$ cat src/rtl/monitor_sweep_scheduler.sv
// Periodic temp/hum/pres acquisition over a shared req/ack bus, with per-sweep
// readback of the classifier code and de-escalation hysteresis on the alert level.
module monitor_sweep_scheduler #(
   parameter int unsigned SAMPLE_PERIOD = 1000,
   parameter int unsigned TIMEOUT       = 64,
   parameter int unsigned HOLD_SWEEPS   = 4
) (
   input  logic       clk,
   input  logic       rst,
   input  logic       enable,
   output logic       sensor_req,
   output logic [1:0] sensor_sel,
   input  logic       sensor_ack,
   input  logic [7:0] sensor_data,
   output logic [7:0] temp_q,
   output logic [7:0] hum_q,
   output logic [7:0] pres_q,
   input  logic [1:0] alert_in,
   output logic [1:0] alert_level,
   output logic       sweep_done,
   output logic [2:0] sensor_fault,
   output logic       busy
);
   localparam int unsigned PW    = $clog2(SAMPLE_PERIOD + 1);
   localparam int unsigned TW    = $clog2(TIMEOUT + 1);
   localparam int unsigned HW_CL = $clog2(HOLD_SWEEPS + 1);
   localparam int unsigned HW    = (HW_CL > 3) ? HW_CL : 3;

   localparam logic [PW-1:0] PERIOD_LAST = PW'(SAMPLE_PERIOD - 1);
   localparam logic [TW-1:0] TMO_LAST    = TW'(TIMEOUT - 1);
   localparam logic [HW-1:0] HOLD_LAST   = HW'(HOLD_SWEEPS - 1);

   typedef enum logic [1:0] {IDLE, ACQ, EVAL} state_t;

   state_t          state, state_d;
   logic [PW-1:0]   period_cnt, period_d;
   logic [TW-1:0]   tmo_cnt, tmo_d;
   logic [HW-1:0]   hyst_cnt, hyst_d;
   logic            req_d;
   logic [1:0]      sel_d;
   logic [7:0]      temp_d, hum_d, pres_d;
   logic [1:0]      level_d;
   logic            done_d;
   logic [2:0]      fault_d;
   logic            busy_d;

   // State and output registers
   always_ff @(posedge clk) begin
      if (rst) begin
         state        <= IDLE;
         period_cnt   <= '0;
         tmo_cnt      <= '0;
         hyst_cnt     <= '0;
         sensor_req   <= 1'b0;
         sensor_sel   <= 2'd0;
         temp_q       <= 8'd0;
         hum_q        <= 8'd0;
         pres_q       <= 8'd0;
         alert_level  <= 2'd0;
         sweep_done   <= 1'b0;
         sensor_fault <= 3'd0;
         busy         <= 1'b0;
      end else begin
         state        <= state_d;
         period_cnt   <= period_d;
         tmo_cnt      <= tmo_d;
         hyst_cnt     <= hyst_d;
         sensor_req   <= req_d;
         sensor_sel   <= sel_d;
         temp_q       <= temp_d;
         hum_q        <= hum_d;
         pres_q       <= pres_d;
         alert_level  <= level_d;
         sweep_done   <= done_d;
         sensor_fault <= fault_d;
         busy         <= busy_d;
      end
   end

   // Next-state and next-output logic
   always_comb begin
      state_d  = state;
      period_d = period_cnt;
      tmo_d    = tmo_cnt;
      hyst_d   = hyst_cnt;
      req_d    = sensor_req;
      sel_d    = sensor_sel;
      temp_d   = temp_q;
      hum_d    = hum_q;
      pres_d   = pres_q;
      level_d  = alert_level;
      done_d   = 1'b0;
      fault_d  = sensor_fault;
      busy_d   = busy;

      case (state)
         IDLE: begin
            if (enable) begin
               if (period_cnt == PERIOD_LAST) begin
                  period_d = '0;
                  sel_d    = 2'd0;
                  req_d    = 1'b1;
                  busy_d   = 1'b1;
                  state_d  = ACQ;
               end else begin
                  period_d = period_cnt + PW'(1);
               end
            end
         end
         ACQ: begin
            tmo_d = tmo_cnt + TW'(1);
            // An ack on the expiry cycle still counts as a good sample
            if (sensor_ack || (tmo_cnt == TMO_LAST)) begin
               tmo_d               = '0;
               fault_d[sensor_sel] = ~sensor_ack;
               if (sensor_ack) begin
                  case (sensor_sel)
                     2'd0:    temp_d = sensor_data;
                     2'd1:    hum_d  = sensor_data;
                     default: pres_d = sensor_data;
                  endcase
               end
               if (sensor_sel == 2'd2) begin
                  req_d   = 1'b0;
                  done_d  = 1'b1;
                  state_d = EVAL;
               end else begin
                  sel_d = sensor_sel + 2'd1;
               end
            end
         end
         EVAL: begin
            state_d = IDLE;
            busy_d  = 1'b0;
            // Escalate at once; lower only after HOLD_SWEEPS consecutive lower codes
            if (alert_in > alert_level) begin
               level_d = alert_in;
               hyst_d  = '0;
            end else if (alert_in == alert_level) begin
               hyst_d = '0;
            end else if (hyst_cnt == HOLD_LAST) begin
               level_d = alert_in;
               hyst_d  = '0;
            end else begin
               hyst_d = hyst_cnt + HW'(1);
            end
         end
         default: begin
            state_d = IDLE;
         end
      endcase
   end
endmodule

$ cat config.mk
export PLATFORM = sky130hd
export DESIGN_NAME = monitor_sweep_scheduler
export DESIGN_NICKNAME = d
export VERILOG_FILES = /design/src/rtl/monitor_sweep_scheduler.sv
export SDC_FILE = /design/constraint.sdc
export NUM_CORES = 1
export LEC_CHECK = 0
export CAP_MARGIN = 0
export CORE_UTILIZATION = 33
export CTS_CLUSTER_DIAMETER = 200
export DETAILED_ROUTE_END_ITERATION = 8
export HOLD_SLACK_MARGIN = 0.06
export PLACE_DENSITY = 0.64
export SYNTH_ARGS = -nofsm -noshare
export SYNTH_HDL_FRONTEND = slang
export SYNTH_SLANG_ARGS = --single-unit
$ cat constraint.sdc
create_clock -name clk -period 2.4 [get_ports clk]
set_input_delay 0.6 -clock clk [delete_from_list [all_inputs] [get_ports clk]]
set_output_delay 0.6 -clock clk [all_outputs]
set_load 0.05 [all_outputs]
Word level (Yosys, flattened, before mapping) --
Index checks and enable logic that the tools add are counted.
Operators by class: add/sub/neg operators 4, magnitude comparators 3, equal/unequal tests 14, multiplexer cells 28, bitwise gates (word level) 4, reduce and logical (&&, ||, !) cells 19
Operators by type and width (count):
- $mux 2 | 11
- $reduce_and 4->1 | 4
- $ne 2x2->1 const B | 6
- $add 10x1->10 const B | 1
- $eq 10x10->1 const B | 1
- $mux 10 | 1
- $reduce_and 5->1 | 2
- $mux 3 | 3
- $pmux 2 s2 | 2
- $add 7x1->7 const B | 1
- $eq 7x6->1 const B | 1
- $mux 7 | 1
- $mux 1 | 6
- $reduce_and 3->1 | 2
- $reduce_bool 2->1 | 3
- $eq 2x1->1 const B | 2
- $eq 2x2->1 const B | 2
- $logic_not 2->1 | 2
- $not 1->1 | 4
- $pmux 1 s2 | 2
- $reduce_and 2->1 | 2
- $add 3x1->3 const B | 1
- $bwmux 3 | 1
- $eq 3x2->1 const B | 1
- other kinds (10) | 10
Storage, ports and cells: register bits after elaboration 56

Logic depth before layout (Yosys ltp) --
word-level depth 5, mapped depth 6, depth with buffers taken out 6

Least setup slack after synthesis --
No wires, ideal clock.
path kind register -> register, start point register alert_level[1], end point register alert_level[1], library setup time 0.128 ns, arrival 1.940 ns, required time 2.272 ns, path slack 0.333 ns, stages on the path, launching flop included 7, buffers on the path 0, clock period less this slack 2.067 ns, path through dfxtp_1 > inv_1 > ha_1 > nor2b_1 > o311ai_0 > mux2i_1 > nor2_1
Between the ends: word-level cells in the longest chain between the ends 3
RTL lines:
- from (decl) | RTL line 19 | output logic [1:0] alert_level,
- from (signal assigned) | RTL line 73 | alert_level <= level_d;
- $gt 2x2->1 / $eq 2x2->1 (equally long branches) | RTL line 136, 139
- $ne 2x2->1 (no source line) / $reduce_bool 2->1 (equally long branches)
- $reduce_and 3->1 (no source line)
Parallel ways exist; a longest one is shown, timed or not. A chain may end at the register's enable or synchronous reset.

Worst setup path after layout --
start point register sensor_sel[0], end point output sensor_sel[0]
RTL lines:
- from (decl) | RTL line 12 | output logic [1:0] sensor_sel,
- from (signal assigned) | RTL line 69 | sensor_sel <= sel_d;
No word-level cell between the ends.

==> run_summary.xml <==
<?xml version="1.0" encoding="UTF-8"?>
<metrics>
  <group name="synth">
    <metric name="post_synth_edffs" unit="">0</metric>
    <metric name="synth-seq-cells" unit="">56</metric>
    <metric name="netlist_area" unit="um2">2340</metric>
    <metric name="synth-seq-area-share" unit="%">47.8</metric>
    <metric name="yosysTopAreaCell" unit="">sky130_fd_sc_hd__dfxtp_1</metric>
    <metric name="synthesis.yosys.warnings" unit="">0</metric>
    <metric name="synth.net_count" unit="">293</metric>
    <metric name="yosysMostFrequentCell" unit="">sky130_fd_sc_hd__dfxtp_1</metric>
    <metric name="ys_types" unit="">36</metric>
    <metric name="yosys_most_used_dff" unit="">sky130_fd_sc_hd__dfxtp_1</metric>
    <metric name="synth.avg_cell_area" unit="um2">8.65</metric>
    <metric name="synth_area_leaders" unit="">sky130_fd_sc_hd__dfxtp_1 (48%), sky130_fd_sc_hd__nand2_1 (7.5%), sky130_fd_sc_hd__a21oi_1 (5.5%)</metric>
    <metric name="synth_top_cell_area_share" unit="%">47.8</metric>
    <metric name="postSynth.asyncResetShare" unit="%">0</metric>
    <metric name="post_synth_inst_count" unit="">271</metric>
    <metric name="synthTopCellsByCount" unit="">sky130_fd_sc_hd__dfxtp_1 (56), sky130_fd_sc_hd__nand2_1 (47), sky130_fd_sc_hd__a21oi_1 (26), sky130_fd_sc_hd__nor2_1 (26)</metric>
  </group>
  <group name="detailed_routing">
    <metric name="num_vias" unit="">1997</metric>
    <metric name="drt_iter0_drc" unit="">100</metric>
    <metric name="detail_route.first_pass.iterations" unit="">4</metric>
    <metric name="route.detailed.drc" unit="">0</metric>
    <metric name="avgViaCountPerCell" unit="">4.77</metric>
    <metric name="ant_nets" unit="">0</metric>
    <metric name="detail_route.wirelength" unit="mm">5.28</metric>
    <metric name="routed_wire_length_per_instance" unit="um">12.6</metric>
  </group>
  <group name="floorplan">
    <metric name="placement_rows" unit="">30</metric>
    <metric name="fp.dieW" unit="um">86.3</metric>
    <metric name="starting_density_of_the_core" unit="%">34.3</metric>
    <metric name="core-area" unit="um2">6830</metric>
    <metric name="die_height" unit="um">86.3</metric>
    <metric name="die_outline_area" unit="um2">7450</metric>
    <metric name="io-pin-count" unit="">48</metric>
  </group>
  <group name="placed_design">
    <metric name="post-place-cells" unit="">411</metric>
    <metric name="hpwlAfterDp" unit="mm">3.77</metric>
    <metric name="dp_worst_setup_slack" unit="ns">0.00238</metric>
    <metric name="placed_area" unit="um2">2950</metric>
    <metric name="buffer_ports.inserted" unit="">47</metric>
    <metric name="final_gp_congestion" unit="">0.751</metric>
  </group>
  <group name="timing">
    <metric name="finalWorstPathRequiredPeriod" unit="ns">2.12</metric>
    <metric name="final-max-slew-violation-count" unit="">0</metric>
    <metric name="report.final.setup_viol" unit="">0</metric>
    <metric name="unrepaired_setup_endpoints_after_global_routing" unit="">no</metric>
    <metric name="worst_slack" unit="ns">0.285</metric>
    <metric name="clock-skew-final" unit="ns">0.00812</metric>
    <metric name="achievable-frequency" unit="MHz">473</metric>
    <metric name="worst_hold_slack" unit="ns">0.460</metric>
    <metric name="fin_setup_tns" unit="ns">0</metric>
    <metric name="finalHoldViolCount" unit="">0</metric>
    <metric name="slew_headroom" unit="%">62.7</metric>
    <metric name="tightest_slew" unit="ns">0.557</metric>
    <metric name="period_share" unit="%">88.1</metric>
  </group>
  <group name="final_layout">
    <metric name="n_antenna_cell" unit="">0</metric>
    <metric name="finalNetCount" unit="">344</metric>
    <metric name="areaGrowthSynthToFinish" unit="%">31.2</metric>
    <metric name="layout-drive-gt1-share" unit="%">6.50</metric>
    <metric name="final_cells" unit="">419</metric>
    <metric name="finish.utilization" unit="%">45.0</metric>
    <metric name="layout.cell_area.non_filler" unit="um2">3080</metric>
  </group>
  <group name="clock_tree">
    <metric name="hold_buffers" unit="">0</metric>
    <metric name="clockBufferDepth" unit="">2</metric>
    <metric name="cts_tree" unit="">done</metric>
    <metric name="numCtsBuffers" unit="">5</metric>
    <metric name="cts_repair_resize_count" unit="">0</metric>
    <metric name="clk-insertion-delay-late" unit="ns">0.31</metric>
    <metric name="clock_transition_at_path_regs" unit="ns">0.10</metric>
    <metric name="tritoncts_num_sinks" unit="">56</metric>
    <metric name="clock-root-buffer" unit="">sky130_fd_sc_hd__clkbuf_8</metric>
    <metric name="cts-htree-levels" unit="">2</metric>
    <metric name="postCtsSetupRepairBufs" unit="">0</metric>
  </group>
  <group name="critical_path">
    <metric name="cp_data_required_time" unit="ns">1.80</metric>
    <metric name="timing.critical_path.max_delay_family" unit="">buffers and inverters</metric>
    <metric name="critical_path_arrival" unit="ns">1.52</metric>
    <metric name="worstSetupEndpointType" unit="">output port</metric>
    <metric name="timing.critical_path.fanout_max" unit="">4</metric>
    <metric name="cp-startpoint" unit="">sensor_sel[0]$_SDFFE_PP0P_</metric>
    <metric name="timing_worst_setup_path_type" unit="">flop to output port</metric>
    <metric name="flop_to_flop_setup_slack" unit="ns">0.66</metric>
    <metric name="timing.critical_path.depth" unit="">1</metric>
    <metric name="crit_path_start_kind" unit="">flop</metric>
    <metric name="critical_path.reg2reg.startpoint" unit="">period_cnt[0]$_SDFFE_PP0P_</metric>
    <metric name="critical_path.cell_chain" unit="">clkdlybuf4s50_1</metric>
    <metric name="worstRegToRegCells" unit="">5</metric>
    <metric name="cp_slowest_stage_delay" unit="ns">0.82</metric>
    <metric name="cp_slowest_cell" unit="">sky130_fd_sc_hd__clkdlybuf4s50_1</metric>
    <metric name="path_buf_inv" unit="">1</metric>
  </group>
  <group name="min_path">
    <metric name="whs_path_depth" unit="">2</metric>
    <metric name="hp-start" unit="">temp_q[4]$_SDFFE_PP0P_</metric>
    <metric name="timing.hold.worst.class" unit="">flop to flop</metric>
  </group>
  <group name="global_route">
    <metric name="antenna_violations_before_repair" unit="">0</metric>
    <metric name="grt_use_total" unit="%">15.1</metric>
    <metric name="grt_remaining_overflow" unit="">0</metric>
    <metric name="number_of_global_route_vias_before_repair" unit="">1910</metric>
    <metric name="grt_pass1_wl" unit="mm">8.92</metric>
    <metric name="pin_count_of_the_biggest_net_entering_global_routing" unit="">21</metric>
  </group>
  <group name="power_and_ir_drop">
    <metric name="ir_drop" unit="uV">339</metric>
    <metric name="p_leak" unit="nW">1.12</metric>
    <metric name="power_per_cell_area" unit="nW/um2">540</metric>
    <metric name="total_power" unit="mW">1.66</metric>
  </group>
  <group name="flow_run">
    <metric name="maxCapViolCount" unit="">0</metric>
  </group>
  <group name="status">
    <metric name="outcome" unit="">complete, no violations</metric>
  </group>
</metrics>
==> final timing paths <==
check / endpoint
max: sensor_sel[0]
min: temp_q[4]$_SDFFE_PP0P_
max reg2reg: period_cnt[9]$_SDFFE_PP0P_
min reg2reg: temp_q[4]$_SDFFE_PP0P_
==> cell type report <==
class	count	area, um2
Clock inverter	2	38.8
Multi-Input combinational cell	192	1130
Tap cell	96	120
Clock buffer	6	82.6
Sequential cell	56	1120
Inverter	10	37.5
Timing Repair Buffer	57	546
Fill cell	704	3760
==> sequential cells by signal, indices dropped and copies added, names as in the netlist <==
| signal | count |
|---|---|
| period_cnt | 10 |
| hum_q | 8 |
| pres_q | 8 |
| temp_q | 8 |
| tmo_cnt | 7 |
| hyst_cnt | 3 |
| sensor_fault | 3 |
| alert_level | 2 |
| sensor_sel | 2 |
| state | 2 |
| busy | 1 |
| sensor_req | 1 |
| sweep_done | 1 |
==> power breakdown <==
group	leakage, nW	total [mW]	internal, mW	switching, mW
registers	0.451	0.936	0.932	0.00416
clock network	0.0614	0.649	0.342	0.307
logic	0.611	0.0761	0.0369	0.0392
==> cells in the final DEF (no fill, tap or decap), types with 2 or more instances in the layout <==
cell,instances
sky130_fd_sc_hd__ha_1,8
sky130_fd_sc_hd__xor2_1,6
sky130_fd_sc_hd__a31oi_1,3
sky130_fd_sc_hd__nor2_1,26
sky130_fd_sc_hd__inv_1,10
sky130_fd_sc_hd__nor3b_1,2
sky130_fd_sc_hd__nor4_1,7
sky130_fd_sc_hd__nor3_1,6
sky130_fd_sc_hd__dfxtp_1,56
sky130_fd_sc_hd__nand2_1,47
sky130_fd_sc_hd__nand2b_1,6
sky130_fd_sc_hd__o31a_1,2
sky130_fd_sc_hd__o21ai_0,4
sky130_fd_sc_hd__mux2i_1,10
sky130_fd_sc_hd__clkbuf_8,6
sky130_fd_sc_hd__a21oi_1,26
sky130_fd_sc_hd__clkdlybuf4s50_1,47
sky130_fd_sc_hd__and3_1,3
sky130_fd_sc_hd__nand4_1,5
sky130_fd_sc_hd__buf_4,10
sky130_fd_sc_hd__xnor2_1,7
sky130_fd_sc_hd__nand3_1,7
sky130_fd_sc_hd__nor2b_1,4
==> cell families after synthesis <==
logic type / Yosys count / share of synthesized area (%)
simple gates: 118 / 23.8
xor+xnor: 13 / 4.86
buf+inv: 23 / 4.00
mux: 11 / 4.75
fa+ha+maj: 8 / 4.27
flops: 56 / 47.8
compound gates: 42 / 10.5
==> per-layer routing <==
metal,track usage [%],share of wire (%),up-vias
li1,-,-,1024
met1,19.5,48,932
met2,24.7,46,32
met3,2.95,3.5,9
met4,5.76,2.5,0
met5,0,0,-
No activity file was read; power rests on OpenSTA's default activity.
